`src/rtl/chameleon_flash_pkg.sv`:
```
// rtl/chameleon_flash_pkg.sv - shared SPI NOR flash opcodes, geometry and writer state types
package chameleon_flash_pkg;

    localparam logic [7:0] FLASH_WREN = 8'h06;
    localparam logic [7:0] FLASH_PP   = 8'h02;
    localparam logic [7:0] FLASH_SE   = 8'h20;
    localparam logic [7:0] FLASH_RDSR = 8'h05;
    localparam logic [7:0] FLASH_READ = 8'h03;

    localparam int PAGE_BITS   = 8;
    localparam int SECTOR_BITS = 12;

    typedef enum logic [2:0] {
        W_IDLE,
        W_NEXT,
        W_WREN,
        W_GAP,
        W_CMD,
        W_DATA,
        W_POLL,
        W_DONE
    } writer_state_e;

    typedef enum logic [1:0] {
        D_FETCH,
        D_LOAD,
        D_SHIFT
    } data_phase_e;

    function automatic logic [23:0] sector_base(input logic [23:0] addr);
        return {addr[23:SECTOR_BITS], {SECTOR_BITS{1'b0}}};
    endfunction

endpackage

```
`src/rtl/flash_cmd_seq.sv`:
```
// rtl/flash_cmd_seq.sv - serialises opcode plus 24-bit address over the SPI toggle handshake
module flash_cmd_seq (
    input  logic        clk,
    input  logic        reset,
    input  logic        go,
    input  logic [7:0]  opcode,
    input  logic [23:0] addr,
    input  logic        spi_idle,
    output logic        send,
    output logic [7:0]  send_byte,
    output logic        done
);

    logic        active_q, active_d;
    logic [2:0]  idx_q, idx_d;
    logic [31:0] shreg_q, shreg_d;

    always_comb begin
        active_d  = active_q;
        idx_d     = idx_q;
        shreg_d   = shreg_q;
        send      = 1'b0;
        done      = 1'b0;
        send_byte = shreg_q[31:24];
        if (go) begin
            active_d = 1'b1;
            idx_d    = 3'd0;
            shreg_d  = {opcode, addr};
        end else if (active_q && spi_idle) begin
            if (idx_q == 3'd4) begin
                active_d = 1'b0;
                done     = 1'b1;
            end else begin
                send    = 1'b1;
                idx_d   = idx_q + 3'd1;
                shreg_d = {shreg_q[23:0], 8'h00};
            end
        end
    end

    always_ff @(posedge clk or posedge reset) begin
        if (reset) begin
            active_q <= 1'b0;
            idx_q    <= 3'd0;
            shreg_q  <= 32'd0;
        end else begin
            active_q <= active_d;
            idx_q    <= idx_d;
            shreg_q  <= shreg_d;
        end
    end

endmodule

```
`src/rtl/chameleon_spi_flash_writer.sv`:
```
// rtl/chameleon_spi_flash_writer.sv - programs a source byte image into a SPI NOR flash slot
module chameleon_spi_flash_writer
    import chameleon_flash_pkg::*;
#(
    parameter int unsigned a_bits       = 14,
    parameter int unsigned slot_bits    = 20,
    parameter int unsigned poll_limit   = 2**20,
    parameter int unsigned cs_gap_ticks = 4
) (
    input  logic              clk,
    input  logic              reset,
    input  logic [3:0]        slot,
    input  logic              start,
    input  logic              erase,
    input  logic [a_bits-1:0] start_addr,
    input  logic [23:0]       flash_offset,
    input  logic [15:0]       amount,
    output logic              busy,
    output logic              error,
    output logic              cs_n,
    output logic              spi_req,
    input  logic              spi_ack,
    output logic [7:0]        spi_d,
    input  logic [7:0]        spi_q,
    output logic              req,
    input  logic              ack,
    output logic [a_bits-1:0] a,
    input  logic [7:0]        d
);

    localparam int GW = $clog2(cs_gap_ticks) + 1;
    localparam int PW = $clog2(poll_limit) + 1;
    localparam int SW = 24 - SECTOR_BITS;

    writer_state_e     state_q, state_d, gap_next_q, gap_next_d;
    data_phase_e       dphase_q, dphase_d;
    logic [GW-1:0]     gap_cnt_q, gap_cnt_d;
    logic [PW-1:0]     poll_cnt_q, poll_cnt_d;
    logic [23:0]       faddr_q, faddr_d;
    logic [a_bits-1:0] a_q, a_d;
    logic [15:0]       remaining_q, remaining_d;
    logic [SW-1:0]     er_sector_q, er_sector_d;
    logic              er_valid_q, er_valid_d;
    logic              erase_en_q, erase_en_d;
    logic              op_erase_q, op_erase_d;
    logic              sent_q, sent_d;
    logic              rdsr_q, rdsr_d;
    logic              req_q, req_d;
    logic              spi_req_q, spi_req_d;
    logic [7:0]        spi_d_q, spi_d_d;
    logic              error_q, error_d;
    logic              busy_q, busy_d;
    logic              cs_n_q, cs_n_d;

    logic              spi_idle;
    logic              cmd_go, cmd_send, cmd_done;
    logic [7:0]        cmd_byte;
    logic              unused_spi_q;

    assign spi_idle     = (spi_ack == spi_req_q);
    assign unused_spi_q = ^spi_q[7:1];

    flash_cmd_seq u_cmd_seq (
        .clk       (clk),
        .reset     (reset),
        .go        (cmd_go),
        .opcode    (op_erase_q ? FLASH_SE : FLASH_PP),
        .addr      (op_erase_q ? sector_base(faddr_q) : faddr_q),
        .spi_idle  (spi_idle),
        .send      (cmd_send),
        .send_byte (cmd_byte),
        .done      (cmd_done)
    );

    always_comb begin
        state_d     = state_q;
        gap_next_d  = gap_next_q;
        dphase_d    = dphase_q;
        gap_cnt_d   = GW'(cs_gap_ticks - 1);
        poll_cnt_d  = poll_cnt_q;
        faddr_d     = faddr_q;
        a_d         = a_q;
        remaining_d = remaining_q;
        er_sector_d = er_sector_q;
        er_valid_d  = er_valid_q;
        erase_en_d  = erase_en_q;
        op_erase_d  = op_erase_q;
        sent_d      = sent_q;
        rdsr_d      = rdsr_q;
        req_d       = req_q;
        spi_req_d   = spi_req_q;
        spi_d_d     = spi_d_q;
        error_d     = error_q;
        cmd_go      = 1'b0;

        case (state_q)
            W_IDLE: begin
                if (start) begin
                    error_d = 1'b0;
                    if (amount != 16'd0) begin
                        faddr_d     = 24'({slot, {slot_bits{1'b0}}}) + flash_offset;
                        a_d         = start_addr;
                        remaining_d = amount;
                        erase_en_d  = erase;
                        er_valid_d  = 1'b0;
                        state_d     = W_NEXT;
                    end
                end
            end
            W_NEXT: begin
                sent_d = 1'b0;
                if (erase_en_q && !(er_valid_q && er_sector_q == faddr_q[23:SECTOR_BITS])) begin
                    op_erase_d  = 1'b1;
                    er_valid_d  = 1'b1;
                    er_sector_d = faddr_q[23:SECTOR_BITS];
                end else begin
                    op_erase_d = 1'b0;
                end
                state_d = W_WREN;
            end
            W_WREN: begin
                if (spi_idle) begin
                    if (!sent_q) begin
                        spi_req_d = ~spi_req_q;
                        spi_d_d   = FLASH_WREN;
                        sent_d    = 1'b1;
                    end else begin
                        sent_d     = 1'b0;
                        gap_next_d = W_CMD;
                        state_d    = W_GAP;
                    end
                end
            end
            W_GAP: begin
                sent_d     = 1'b0;
                rdsr_d     = 1'b0;
                poll_cnt_d = '0;
                dphase_d   = D_FETCH;
                if (gap_cnt_q == '0) begin
                    state_d = gap_next_q;
                    cmd_go  = (gap_next_q == W_CMD);
                end else begin
                    gap_cnt_d = gap_cnt_q - GW'(1);
                end
            end
            W_CMD: begin
                if (cmd_send) begin
                    spi_req_d = ~spi_req_q;
                    spi_d_d   = cmd_byte;
                end else if (cmd_done) begin
                    if (op_erase_q) begin
                        gap_next_d = W_POLL;
                        state_d    = W_GAP;
                    end else begin
                        state_d = W_DATA;
                    end
                end
            end
            W_DATA: begin
                case (dphase_q)
                    D_FETCH: begin
                        if (ack == req_q) begin
                            req_d    = ~req_q;
                            dphase_d = D_LOAD;
                        end
                    end
                    D_LOAD: begin
                        if (ack == req_q && spi_idle) begin
                            spi_d_d   = d;
                            spi_req_d = ~spi_req_q;
                            dphase_d  = D_SHIFT;
                        end
                    end
                    D_SHIFT: begin
                        if (spi_idle) begin
                            a_d         = a_q + a_bits'(1);
                            faddr_d     = faddr_q + 24'd1;
                            remaining_d = remaining_q - 16'd1;
                            dphase_d    = D_FETCH;
                            if (remaining_q == 16'd1 || faddr_q[PAGE_BITS-1:0] == '1) begin
                                gap_next_d = W_POLL;
                                state_d    = W_GAP;
                            end
                        end
                    end
                    default: dphase_d = D_FETCH;
                endcase
            end
            W_POLL: begin
                if (spi_idle) begin
                    if (!sent_q) begin
                        spi_req_d = ~spi_req_q;
                        spi_d_d   = rdsr_q ? 8'h00 : FLASH_RDSR;
                        sent_d    = 1'b1;
                    end else begin
                        sent_d = 1'b0;
                        if (!rdsr_q) begin
                            rdsr_d = 1'b1;
                        end else if (!spi_q[0]) begin
                            state_d = W_GAP;
                            if (op_erase_q) begin
                                op_erase_d = 1'b0;
                                gap_next_d = W_WREN;
                            end else begin
                                gap_next_d = (remaining_q != 16'd0) ? W_NEXT : W_DONE;
                            end
                        end else if (poll_cnt_q == PW'(poll_limit - 1)) begin
                            error_d = 1'b1;
                            state_d = W_DONE;
                        end else begin
                            poll_cnt_d = poll_cnt_q + PW'(1);
                        end
                    end
                end
            end
            W_DONE: state_d = W_IDLE;
            default: state_d = W_IDLE;
        endcase

        cs_n_d = (state_d inside {W_IDLE, W_NEXT, W_GAP, W_DONE});
        busy_d = (state_d != W_IDLE);
    end

    always_ff @(posedge clk or posedge reset) begin
        if (reset) begin
            state_q     <= W_IDLE;
            gap_next_q  <= W_IDLE;
            dphase_q    <= D_FETCH;
            gap_cnt_q   <= '0;
            poll_cnt_q  <= '0;
            faddr_q     <= 24'd0;
            a_q         <= '0;
            remaining_q <= 16'd0;
            er_sector_q <= '0;
            er_valid_q  <= 1'b0;
            erase_en_q  <= 1'b0;
            op_erase_q  <= 1'b0;
            sent_q      <= 1'b0;
            rdsr_q      <= 1'b0;
            req_q       <= 1'b0;
            spi_req_q   <= 1'b0;
            spi_d_q     <= 8'd0;
            error_q     <= 1'b0;
            busy_q      <= 1'b0;
            cs_n_q      <= 1'b1;
        end else begin
            state_q     <= state_d;
            gap_next_q  <= gap_next_d;
            dphase_q    <= dphase_d;
            gap_cnt_q   <= gap_cnt_d;
            poll_cnt_q  <= poll_cnt_d;
            faddr_q     <= faddr_d;
            a_q         <= a_d;
            remaining_q <= remaining_d;
            er_sector_q <= er_sector_d;
            er_valid_q  <= er_valid_d;
            erase_en_q  <= erase_en_d;
            op_erase_q  <= op_erase_d;
            sent_q      <= sent_d;
            rdsr_q      <= rdsr_d;
            req_q       <= req_d;
            spi_req_q   <= spi_req_d;
            spi_d_q     <= spi_d_d;
            error_q     <= error_d;
            busy_q      <= busy_d;
            cs_n_q      <= cs_n_d;
        end
    end

    assign busy    = busy_q;
    assign error   = error_q;
    assign cs_n    = cs_n_q;
    assign spi_req = spi_req_q;
    assign spi_d   = spi_d_q;
    assign req     = req_q;
    assign a       = a_q;

endmodule

```
`config.mk`:
```
export PLATFORM = sky130hd
export DESIGN_NAME = chameleon_spi_flash_writer
export DESIGN_NICKNAME = d
export VERILOG_FILES = /design/src/rtl/chameleon_flash_pkg.sv /design/src/rtl/flash_cmd_seq.sv /design/src/rtl/chameleon_spi_flash_writer.sv
export SDC_FILE = /design/constraint.sdc
export NUM_CORES = 1
export LEC_CHECK = 0
export ABC_AREA = 1
export CAP_MARGIN = 20
export CORE_UTILIZATION = 55
export CTS_BUF_LIST = sky130_fd_sc_hd__clkbuf_2 sky130_fd_sc_hd__clkbuf_4 sky130_fd_sc_hd__clkbuf_8
export CTS_CLUSTER_SIZE = 24
export DETAILED_ROUTE_END_ITERATION = 6
export PLACE_DENSITY = 0.78
export SLEW_MARGIN = 10
export SYNTH_ARGS = -nofsm -noshare
export SYNTH_HDL_FRONTEND = slang
export SYNTH_HIERARCHICAL = 1
export SYNTH_SLANG_ARGS = --single-unit
```
`constraint.sdc`:
```
create_clock -name clk -period 10.1 [get_ports clk]
set_clock_uncertainty 0.05 [all_clocks]
set_input_delay 2.02 -clock clk [delete_from_list [all_inputs] [get_ports clk]]
set_output_delay 2.02 -clock clk [all_outputs]
set_load 0.05 [all_outputs]
```
## Yosys cells after proc, flatten, opt, wreduce, memory -nomap -nowiden

Index checks and enable logic that the tools add are counted.

| storage, ports and cells | value |
|---|---|
| register bits | 152 |
| output and inout bits | 27 |
| logic and storage cells | 241 |

| operators by class | value |
|---|---|
| add/subtract/negate cells | 7 |
| equality and inequality tests | 49 |
| muxes and demuxes | 117 |
| bitwise logic cells | 2 |
| reductions and logical operators | 43 |

Operators with widths:

| kind | count |
|---|---|
| $mux 3 | 36 |
| $mux 21 | 5 |
| $mux 24 | 4 |
| $mux 32 | 3 |
| $mux 16 | 4 |
| $mux 14 | 4 |
| $mux 8 | 7 |
| $ne 2x2->1 const B | 24 |
| $pmux 24 s2 | 1 |
| $pmux 21 s2 | 1 |
| $mux 1 | 34 |
| $pmux 16 s2 | 1 |
| $pmux 8 s4 | 1 |
| $reduce_bool 16->1 | 2 |
| $pmux 14 s2 | 1 |
| $add 24x1->24 const B | 1 |
| $add 24x24->24 | 1 |
| $pmux 3 s8 | 1 |
| $add 21x1->21 const B | 1 |
| $eq 21x20->1 const B | 1 |
| $eq 3x3->1 const B | 7 |
| $reduce_bool 2->1 | 9 |
| $eq 16x1->1 const B | 1 |
| $sub 16x1->16 const B | 1 |
| 37 further kinds | 67 |

## Longest topological paths before layout

| depth | value |
|---|---|
| word-level depth | 9 |
| gate-level depth with buffers | 15 |
| depth with buffers taken out | 14 |

## Hierarchy

Netlist, hierarchy kept.

By module, submodules not included:

| module | instances | cells each | area each (um^2) | seq. area each (um^2) |
|---|---|---|---|---|
| chameleon_spi_flash_writer | 1 | 1149 | 7758.7 | 2904.0 |
| flash_cmd_seq | 1 | 249 | 1888.1 | 900.9 |

## Worst setup path after synthesis

Ideal clock, no wire load.

| timing path | value |
|---|---|
| path kind | input port to flip-flop |
| start point | in spi_ack |
| end point | reg gap_next_q[1] |
| setup time | 0.124 ns |
| data arrival time | 3.574 ns |
| required time | 9.926 ns |
| setup slack | 6.353 ns |
| cell stages on the path | 14 |
| cell sequence | inv_1 nand2_1 nand2_1 clkinv_1 nand2_1 nor3_1 inv_1 nand2_1 o21ai_0 nand3_1 nor3_1 nand3_1 nand2_1 o21ai_1 |

| between the ends | value |
|---|---|
| cells in the longest elaborated chain, start to end | 6 |
| elaborated cells between the ends (all ways) | 12 |
| classes of those cells | 6 x eq/ne; 4 x mux; 2 x reduce/logical |

Ends and longest elaborated chain:

| element | line | source |
|---|---|---|
| start: declaration | chameleon_spi_flash_writer.sv:22 | `input logic spi_ack,` |
| $eq 1x1->1 | chameleon_spi_flash_writer.sv:60 | `assign spi_idle = (spi_ack == spi_req_q);` |
| net spi_idle | chameleon_spi_flash_writer.sv:55 | `logic spi_idle;` |
| $logic_and 1x1->1 | flash_cmd_seq.sv:29 | `end else if (active_q && spi_idle) begin` |
| $mux 1 | flash_cmd_seq.sv:29 |  |
| $mux 1 | flash_cmd_seq.sv:25 | `if (go) begin` |
| net cmd_send | chameleon_spi_flash_writer.sv:56 | `logic cmd_go, cmd_send, cmd_done;` |
| $ne 2x2->1 (no source line) | -- |  |
| $reduce_and 13->1 (no source line) | -- |  |
| end signal: assignment | chameleon_spi_flash_writer.sv:248 | `gap_next_q <= gap_next_d;` |
| end: declaration | chameleon_spi_flash_writer.sv:35 | `writer_state_e state_q, state_d, gap_next_q, gap_next_d;` |

The timed path passes the listed nets, and every way through them passes these cells.
A chain may end at the register's enable or synchronous reset.

## Final worst setup path

| timing path | value |
|---|---|
| start point | in spi_ack |
| end point | reg remaining_q[14] |

| between the ends | value |
|---|---|
| cells in the longest elaborated chain, start to end | 3 |

Ends and longest elaborated chain:

| element | line | source |
|---|---|---|
| $eq 1x1->1 | chameleon_spi_flash_writer.sv:60 |  |
| $ne 2x2->1 (no source line) | -- |  |
| $reduce_and 5->1 (no source line) | -- |  |
| end signal: assignment | chameleon_spi_flash_writer.sv:254 | `remaining_q <= remaining_d;` |
| end: declaration | chameleon_spi_flash_writer.sv:41 | `logic [15:0] remaining_q, remaining_d;` |

No other way between the ends.

==> results.tsv <==
metric	value	unit
Die W	134	µm
Post-DRT Antenna Nets	0	
CTS Hold Buffers Added	0	
Hold Path Class	reg2reg	
RSZ-0062 raised after global routing	false	
most used routing layer	met2	
clock buffer depth	2	
max frequency	0.227	GHz
WL final	23.6	mm
xor and xnor area share after synthesis	2.27	%
yosys warns	6	
Die Ht	134	µm
Pwr Total	2.69	mW
EDFF count, synth	0	
GRT met1 Usage	37.0	%
critical-path cell list	clkdlybuf4s50_1 > inv_1 > nand2_1 > nand2_1 > nand2_1 > o21ai_2 > nor2_4 > nand2_4 > inv_2 > o21ai_0 > o21ai_1	
worst reg-to-reg path cell count	12	
count of different cell masters after synthesis	47	
FILL cells	1589	
Async SR Flop Fraction	100	%
average size of a mapped cell	6.90	µm²
H-tree levels	4	
Compound-Gate Fraction of Synth Area	10.6	%
die area	18100	µm²
ANT cells	0	
Worst setup SP type	primary input	
Power Dens Cells	243	nW/µm²
Port Buffers	99	
Hold Path Stages	1	
first-pass GRT wire length	39.4	mm
Hold WS	0.419	ns
total track usage	27.3	%
critical path capture point type	register	
grt met3 use	5.52	%
Adder-Cell Fraction of Synth Area	1.89	%
Reg clk slew, reported paths	0.08	ns
DP HPWL	16.2	mm
fin worst setup slack	5.69	ns
nets	1562	
largest family of logic cells by synthesized area	simple AND/OR/NAND/NOR gates	
Max Cap Viol	0	
WP data arrival	4.76	ns
crit-path max FO	58	
met2 GRT Util	43.6	%
initial antenna violation count	0	
total negative slack	0	ns
cells taking the most area after synthesis	dfrtp_1 39%, nand2_1 19%, nor2_1 6.2%	
Critical Path Most Common Cell	nand2_1	
Via density	5.39	
slowest cell delay on critical path	0.89	ns
drc violations	2	
commonest non-fill, non-tap cell in the layout	nand2_1	
WS Path Type	in2reg	
Rows	48	
Seq/Total Area, Yosys	39.4	%
starting density of the core	56.0	%
vias in the first global route	8402	
clock root cell	clkbuf_8	
Synth-to-Final Area Change	14.7	%
largest net degree at the start of global routing	86	
Critical Path RT	10.45	ns
via count	9189	
CTS tree	done	
DRT Pass-1 Iters	7	
Clock Sinks	152	
fin util	64.2	%
mux share of post-synthesis cell area	0	%
Setup-failing EPs final	0	
Place WS	5.22	ns
Placer Congestion	0.950	
Hold Vio Cnt, Final	0	
Syn Inst Count	1398	
Max Slew Vio Count	0	
status	finished, violations left	
failing checks	DRC	
area share of the leading cell type in the synthesized netlist	39.2	%
layout cells sized above 1	5.94	%
most frequent cells in the layout	494 x nand2_1, 159 x nor2_1, 151 x dfrtp_1, 116 x inv_1, 112 x nand3_1	
most common flop cell mapped by yosys	dfrtp_1	
CTS buffer count	17	
Tightest Pin Transition	1.02	ns
mapped cell area	9650	µm²
Rel. slew slack	32.0	%
Final period util	43.7	%
IO Count	107	
post-CTS setup buffers	0	
WL per Instance	13.8	µm
CP max-delay cell	inv_2	
minimum clock period	4.41	ns
Yosys reg bits	152	
P_leak	5.16	nW
Peak VDD IR	0.158	mV
clk_lat worst skew	0.47	ns
Core Region	17200	µm²
simple-gate portion of the synthesized area	36.9	%
gr ovfl total	0	
CTS resizes	0	
area leader, netlist	dfrtp_1	
1st-iter DRT viols	828	
logic make-up (layout without fill, tap and decap cells):
kind of cell,count (synthesis),count (layout)
and+or+nand+nor,846,846
xor gates and xnor gates,25,25
adders and majority gates,14,14
buffers and inverters,184,262
other,1,6
AOI/OAI and AO/OA,176,176
DFF,152,152
synthesized netlist by cell type, types with 2 or more instances:
library cell,instances
nand2_8,2
o21ai_1,14
xor2_1,10
nor2_4,6
o21ai_2,13
nor3_1,32
o211ai_1,2
nand2_1,494
nand4_1,20
o31ai_1,2
nor2_1,159
nand3_1,112
dfrtp_1,151
clkbuf_1,9
o21ai_0,96
nor2_2,3
o211ai_2,5
inv_2,6
or2_2,4
a22o_1,6
xnor2_1,15
inv_1,117
ha_1,13
o22ai_1,3
nand2_4,2
buf_6,9
inv_4,2
buf_4,15
a21oi_1,29
nand2_2,3
nand3b_1,4
buf_2,24
and2_1,2
sequential cells by signal, summed over array words and instances (netlist names), 2 cells and up:
name / flops
spi_d: 8
poll_cnt_q: 21
state_q: 3
faddr_q: 24
remaining_q: 16
er_sector_q: 12
u_cmd_seq/shreg_q: 32
dphase_q: 2
u_cmd_seq/idx_q: 3
a: 14
gap_cnt_q: 3
gap_next_q: 3
per-stage QoR:
stage          std cells  instance area [µm²]
2_1_floorplan       1403                 9670
3_3_place_gp        1674                10600
3_5_place_dp        1674                10600
4_1_cts             1706                11100
5_1_grt             1706                11100
6_report            1706                11100
critical path: cells and delay by family:
| kind | cells | cell delay [ns] |
|---|---|---|
| compound gates | 3 | 0.47 |
| simple gates | 5 | 0.84 |
| buf+inv | 3 | 1.41 |
routing by layer:
layer  wire length [µm]  vias up  part of all wire (%)
met3               1550       33                   6.6
met1              10800     4242                    46
li1                   -     4594                     -
met4                459        0                   1.9
met5                  0        -                     0
met2              10800      320                    46
worst paths after layout:
| kind | slack, ns | start | endpoint |
|---|---|---|---|
| setup / recovery | 5.69 | spi_ack | remaining_q[14]$_DFFE_PP0P_ |
| hold / removal | 0.42 | gap_cnt_q[0]$_DFF_PP0_ | gap_cnt_q[0]$_DFF_PP0_ |
| setup reg to reg | 6.57 | state_q[1]$_DFF_PP0_ | faddr_q[17]$_DFFE_PP0P_ |
| hold reg to reg | 0.42 | gap_cnt_q[0]$_DFF_PP0_ | gap_cnt_q[0]$_DFF_PP0_ |
| max in group asynchronous | 6.76 | reset | remaining_q[4]$_DFFE_PP0P_ |
| min in group asynchronous | 1.95 | reset | spi_d[7]$_DFFE_PP0P_ |
power breakdown:
part	switching [mW]	internal, mW	total [mW]	leakage, nW
registers	0.198	0.790	0.988	1.97
clock network	0.230	0.317	0.547	0.241
logic	0.786	0.372	1.16	2.95
total	1.21	1.48	2.69	5.16
area by class of cell:
cell class | count | area [µm²] | area share [%]
timing repair buffer | 104 | 1030 | 9.30
multi-input combinational | 1067 | 5010 | 45.2
clock buffer | 23 | 292 | 2.64
sequential | 152 | 3800 | 34.4
inverter | 126 | 480 | 4.34
clock inverter | 9 | 170 | 1.54
tap | 225 | 282 | 2.54
Power figures use the tool's default switching activity.
